<file path="src/rtl/down_counter.sv">
// Loadable, cascadable down-counter/timer: counts a loaded value to zero, emits a
// registered one-cycle borrow pulse, then stops (one-shot) or reloads (auto-reload).
module down_counter #(
    parameter int WIDTH = 4
) (
    input  logic             clk,
    input  logic             clear,
    input  logic             load,
    input  logic             count,
    input  logic             mode,
    input  logic [WIDTH-1:0] din,
    output logic [WIDTH-1:0] a_count,
    output logic             b_out,
    output logic             busy,
    output logic             done
);

    typedef enum logic [1:0] {
        ST_IDLE = 2'd0,
        ST_RUN  = 2'd1,
        ST_DONE = 2'd2
    } state_t;

    state_t           state_r;
    state_t           state_s;
    logic [WIDTH-1:0] count_r;
    logic [WIDTH-1:0] count_s;
    logic [WIDTH-1:0] reload_r;
    logic [WIDTH-1:0] reload_s;
    logic             borrow_r;
    logic             borrow_s;

    // Registers for state, count value, reload value and borrow pulse
    always_ff @(posedge clk or posedge clear) begin
        if (clear) begin
            state_r  <= ST_IDLE;
            count_r  <= {WIDTH{1'b0}};
            reload_r <= {WIDTH{1'b0}};
            borrow_r <= 1'b0;
        end else begin
            state_r  <= state_s;
            count_r  <= count_s;
            reload_r <= reload_s;
            borrow_r <= borrow_s;
        end
    end

    // Next-state logic; the terminal event at zero replaces the wrap to all-ones
    always_comb begin
        state_s  = state_r;
        count_s  = count_r;
        reload_s = reload_r;
        borrow_s = 1'b0;
        if (load) begin
            count_s  = din;
            reload_s = din;
            state_s  = ST_RUN;
        end else begin
            case (state_r)
                ST_RUN: begin
                    if (count) begin
                        if (count_r != {WIDTH{1'b0}}) begin
                            count_s = count_r - WIDTH'(1);
                        end else begin
                            borrow_s = 1'b1;
                            if (mode) begin
                                count_s = reload_r;
                            end else begin
                                state_s = ST_DONE;
                            end
                        end
                    end else begin
                        count_s = count_r;
                    end
                end
                ST_IDLE: state_s = ST_IDLE;
                ST_DONE: state_s = ST_DONE;
                default: state_s = ST_IDLE;
            endcase
        end
    end

    assign a_count = count_r;
    assign b_out   = borrow_r;
    assign busy    = (state_r == ST_RUN);
    assign done    = (state_r == ST_DONE);

endmodule
</file>
<file path="config.mk">
export PLATFORM = sky130hd
export DESIGN_NAME = down_counter
export DESIGN_NICKNAME = d
export VERILOG_FILES = /design/src/rtl/down_counter.sv
export SDC_FILE = /design/constraint.sdc
export NUM_CORES = 1
export LEC_CHECK = 0
export ABC_CLOCK_PERIOD_IN_PS = 1810
export CAP_MARGIN = 10
export CORE_UTILIZATION = 41
export DETAILED_ROUTE_END_ITERATION = 16
export HOLD_SLACK_MARGIN = 0.02
export MAX_ROUTING_LAYER = met4
export PLACE_DENSITY = 0.71
export SYNTH_ARGS = -nofsm -noshare
export SYNTH_HDL_FRONTEND = slang
export SYNTH_SLANG_ARGS = --single-unit
</file>
<file path="constraint.sdc">
create_clock -name clk -period 1.81 [get_ports clk]
set_clock_uncertainty 0.1 [all_clocks]
set_input_delay 0.2715 -clock clk [delete_from_list [all_inputs] [get_ports clk]]
set_output_delay 0.2715 -clock clk [all_outputs]
set_load 0.03 [all_outputs]
</file>
==> results of run 1 <==
==> state kept, by name (all words and copies together) (netlist names) <==
| name | cells |
|---|---|
| reload_r | 4 |
| state_r | 2 |
| b_out | 1 |
| a_count | 4 |
==> report_power, final <==
group	internal (uW)	switching, uW	total (uW)
clock	85.4	83.8	169
combinational	182	210	392
sequential	286	34.4	321
==> synth_stat cells <==
master	instances
nor2b_1	1
or3b_1	1
o21ba_4	1
clkbuf_1	1
a211oi_2	1
nand3_1	1
inv_1	8
o2111ai_2	2
nor2_1	2
dfrtp_1	11
o311ai_2	2
ha_1	3
o21ai_2	1
nand2b_1	1
a2bb2oi_1	3
or3_2	1
o211ai_1	1
nor3_1	2
mux2_2	2
nand2_1	5
buf_6	1
a21oi_1	3
o21ai_0	4
==> final cells by class <==
type                            instances  area, um2
Tap cell                               15      18.77
Inverter                                8      30.03
Fill cell                             111      488.0
Timing Repair Buffer                   20      195.2
Clock buffer                            4      26.28
Multi-Input combinational cell         37      314.1
Sequential cell                        11      277.8
==> layer usage <==
metal  wire [um]  up-vias  track usage [%]  part of all wire [%]
met2         632       11            32.81                    47
met5           0        -                -                     0
li1            -      250                -                     -
met1         648      247            23.57                    48
met4          36        0            15.00                   2.7
met3          39        4            4.891                   2.9
==> final timing paths <==
path,end,slack (ns)
min in group clk,reload_r[2],0.42
min reg2reg,reload_r[2],0.42
max,a_count[1],0.04
max in group asynchronous,a_count[1],1.09
max reg2reg,a_count[1],0.04
min,state_r[1],0.19
==> logic make-up after synthesis <==
kind of cell | count (synthesis) | synth area share [%]
simple gates | 14 | 11.32
flops | 11 | 44.44
mux | 2 | 3.636
fa+ha+maj | 3 | 6.061
compound gates | 18 | 27.27
buf+inv | 10 | 7.272
==> critical path, cell delays in order, from the launching register on <==
cell	delay (ns)
dfrtp_2	0.41
inv_2	0.09
ha_4	0.15
or3b_4	0.40
buf_4	0.17
o2111ai_2	0.18
o311ai_2	0.13
==> through the flow <==
stage               util, %  hold slack (ns)
floorplan                 -          0.02380
global placement      61.17           0.4006
detailed placement    61.17           0.4014
CTS                   62.93           0.2088
global route          63.86           0.2434
finish                63.86           0.1897
==> results.json, run 1 <==
{
  "status": "finished clean",
  "finalCritPeriodShare_pct": 97.66,
  "vias": 512,
  "start_kind": "register",
  "synth.distinct_cells": 23,
  "fp.dieArea_mm2": 0.001670,
  "final_cell_area_um2": 862.1,
  "ant_nets": 0,
  "fin_nets": 93,
  "cts_made_buffers": 3,
  "drt_iter0_drc": 5,
  "grt_overflow": 0,
  "critPathKind": "reg2reg",
  "layout.cells.non_filler": 95,
  "routed_via_density": 5.389,
  "die_w_um": 40.87,
  "synth_top_area_cell": "dfrtp_1",
  "finalSetupViolations": 0,
  "placed_area_um2": 825.8,
  "port_buffers": 15,
  "cts_setup_buffers": 0,
  "post_cts_resized": 2,
  "worstReg2RegStart": "a_count[0]",
  "cts_root_buffer": "clkbuf_4",
  "dr.pass1.iters": 4,
  "hold_buffers": 0,
  "fmax_ghz": 0.5657,
  "grt_max_degree": 12,
  "core_area_mm2": 0.001350,
  "grt_pass1_vias": 460,
  "r2r_cells": 6,
  "path_clk_slew_ns": 0.07,
  "cp-end-kind": "register",
  "hpwl_mm": 1.036,
  "routabilityCongestion": 0.8122,
  "power.density_mw_per_mm2": 1023,
  "grt_pass1_wl_mm": 2.049,
  "min_period_ns": 1.768,
  "power.total_uw": 881.6,
  "rows": 13,
  "layout_common_cells": "dfrtp_1, clkdlybuf4s50_1, inv_1",
  "pre_cts_ws_ns": 0.02528,
  "dp.cells": 91,
  "rsz0062_at_grt": "no",
  "synth_area_per_cell_um2": 10.68,
  "synth-seq-cells": 11,
  "maxSlewViolCount": 0,
  "drcViolationCount": 0,
  "die_h_um": 40.87,
  "wl_per_cell_um": 14.27,
  "clock-sinks": 11,
  "yosysWarnings": 0,
  "timing.max_cap.violations": 0,
  "worstPathMaxFanout": 5,
  "initial_utilization_pct": 45.88,
  "htree_levels": 1,
  "synth_cells": 58,
  "synth_top_area_share_pct": 44.44,
  "areaGrowthSynthToFinish_pct": 39.19,
  "synthTopCellsByArea": "dfrtp_1, ha_1, o311ai_2",
  "clkLatencyLatePin_ns": 0.27,
  "drive_above_1_share_pct": 30.00,
  "setup_ws_ns": 0.04242,
  "synth_area_um2": 619.3,
  "hold_viol": 0,
  "cts_tree": "yes",
  "clk_path_buf_depth": 2,
  "io_pins": 16,
  "yosysSeqAreaShare_pct": 44.44,
  "leakage_uw": 0.0004045,
  "antennaDiodeCount": 0,
  "tns_ns": 0,
  "wirelength_mm": 1.356,
  "hold_path_class": "in2async",
  "cp.required_ns": 1.85,
  "maxSlewHeadroom_pct": 71.13,
  "antenna_found_initial": 0,
  "critPathLaunch": "a_count[0]",
  "tightestPinTransition_ns": 0.4326,
  "vdd_drop_max_mv": 0.5872,
  "grt_use_total_pct": 21.12,
  "arrival_ns": 1.80,
  "syn_nets": 70
}
Power figures use the tool's default switching activity.
==> inputs of run 2 (changes only) <==
--- a/config.mk
+++ b/config.mk
@@ -6,9 +6,11 @@
 export NUM_CORES = 1
 export LEC_CHECK = 0
 export ABC_CLOCK_PERIOD_IN_PS = 1810
-export CAP_MARGIN = 10
+export CAP_MARGIN = 20
 export CORE_UTILIZATION = 41
+export CTS_CLUSTER_SIZE = 24
 export DETAILED_ROUTE_END_ITERATION = 16
+export GPL_ROUTABILITY_DRIVEN = 0
 export HOLD_SLACK_MARGIN = 0.02
 export MAX_ROUTING_LAYER = met4
 export PLACE_DENSITY = 0.71
==> results of run 2 <==
Final layout, timing and power as in run 1 (identical DEF).
==> inputs of run 3 (changes only) <==
--- a/config.mk
+++ b/config.mk
@@ -12,7 +12,6 @@
 export DETAILED_ROUTE_END_ITERATION = 16
 export GPL_ROUTABILITY_DRIVEN = 0
 export HOLD_SLACK_MARGIN = 0.02
-export MAX_ROUTING_LAYER = met4
 export PLACE_DENSITY = 0.71
 export SYNTH_ARGS = -nofsm -noshare
 export SYNTH_HDL_FRONTEND = slang
==> run 3 against run 2 <==
Effect of this change:
- sequential power hardly changed
- routed wire length is 0.22% lower
- critical path depth stayed put
- sequential share of layout area stayed put
- worst hold slack hardly changed
- count of clock-buffer cells in the layout stayed put
- non-clock buffer count stayed put
- via count is 0.78% higher
- total power hardly changed
- first-iteration DRC count is 20% higher
- combinational power hardly changed
- design area stayed put
==> results.json, run 3 (synthesis results as in run 1) <==
{
  "grt_pass1_vias": 460,
  "io_pins": 16,
  "ant_nets": 0,
  "die_w_um": 40.87,
  "port_buffers": 15,
  "rsz0062_at_grt": "no",
  "drcViolationCount": 0,
  "clk_path_buf_depth": 2,
  "fp.dieArea_mm2": 0.001670,
  "multiInputGateArea_um2": 314.1,
  "cts_tree": "yes",
  "timing.max_cap.violations": 0,
  "vias": 516,
  "layout_common_cells": "dfrtp_1, clkdlybuf4s50_1, inv_1",
  "fin_nets": 93,
  "leakage_uw": 0.0004045,
  "min_period_ns": 1.763,
  "cts_root_buffer": "clkbuf_4",
  "cp.required_ns": 1.84,
  "routed_via_density": 5.432,
  "antenna_found_initial": 0,
  "cts_made_buffers": 3,
  "htree_levels": 1,
  "dr.pass1.iters": 4,
  "hold_viol": 0,
  "antennaDiodeCount": 0,
  "vdd_drop_max_mv": 0.5870,
  "maxSlewHeadroom_pct": 71.11,
  "maxSlewViolCount": 0,
  "drt_iter0_drc": 6,
  "critPathKind": "reg2reg",
  "hold_path_class": "in2async",
  "grt_overflow": 0,
  "status": "finished clean",
  "cp-end-kind": "register",
  "tightestPinTransition_ns": 0.4329,
  "clkLatencyLatePin_ns": 0.27,
  "arrival_ns": 1.80,
  "die_h_um": 40.87,
  "setup_ws_ns": 0.04746,
  "hpwl_mm": 1.036,
  "grt_use_total_pct": 20.54,
  "finalSetupViolations": 0,
  "areaGrowthSynthToFinish_pct": 39.19,
  "wl_per_cell_um": 14.24,
  "initial_utilization_pct": 45.88,
  "path_clk_slew_ns": 0.07,
  "grt_pass1_wl_mm": 2.042,
  "start_kind": "register",
  "clock-sinks": 11,
  "pre_cts_ws_ns": 0.02528,
  "fmax_ghz": 0.5674,
  "grt_max_degree": 12,
  "finalCritPeriodShare_pct": 97.38,
  "wirelength_mm": 1.353,
  "regArea_um2": 277.8,
  "tns_ns": 0,
  "fill_cells": 111,
  "power.density_mw_per_mm2": 1022,
  "rows": 13,
  "worstPathMaxFanout": 5,
  "layout.cells.non_filler": 95,
  "drive_above_1_share_pct": 30.00,
  "dp.cells": 91,
  "core_area_mm2": 0.001350
}
[run 3: cell counts in the layout (fill, tap and decap cells not counted)]
No cell type changed its count.
[run 3: through the flow]
step           cell area [um2]  hold WS (ns)  utilization (%)  power, uW
6_report                 862.1        0.1900            63.86      881.2
5_1_grt                  862.1        0.2434            63.86      941.5
4_1_cts                  849.6        0.2088            62.93      887.5
3_5_place_dp             825.8        0.4014            61.17      725.5
3_3_place_gp             825.8        0.4006            61.17      717.9
2_1_floorplan            634.4       0.02380                -      582.5
[run 3: final timing paths]
kind,depth (start not counted),from,slack [ns],end
setup / recovery,6,a_count[0],0.05,a_count[1]
min in group clk,1,reload_r[2],0.42,reload_r[2]
max in group asynchronous,2,clear,1.09,a_count[1]
hold reg to reg,1,reload_r[2],0.42,reload_r[2]
hold / removal,2,clear,0.19,state_r[1]
setup reg to reg,6,a_count[0],0.05,a_count[1]
[run 3: layout make-up]
class                           instances  area share, %
Tap cell                               15          2.177
Timing Repair Buffer                   20          22.64
Multi-Input combinational cell         37          36.43
Sequential cell                        11          32.22
Clock buffer                            4          3.048
Inverter                                8          3.483
[run 3: report_power, final]
group | leakage (uW) | switching, uW | internal (uW) | total [uW]
Combinational | 0.000260 | 210 | 182 | 391
Clock | 0.0000150 | 83.7 | 85.4 | 169
Sequential | 0.000130 | 34.3 | 286 | 321
[run 3: critical path, stage by stage (launching register included)]
cell and delay (ns):
dfrtp_2 0.41, inv_2 0.09, ha_4 0.15, or3b_4 0.40
buf_4 0.17, o2111ai_2 0.18, o311ai_2 0.13
[run 3: layer usage]
layer  track usage (%)  part of all wire (%)  vias up
li1                  -                     -      249
met4             15.00                   2.7        0
met3             4.891                   2.9        4
met1             23.57                    48      252
met5                 0                     0        -
met2             32.81                    46       11
[run 3: timing repair]
action,4_1_cts,5_1_grt
resized for setup,2,5
buffers inserted,0,0
hold buffers,0,0
cloned,0,0
setup endpoints to repair,2,5
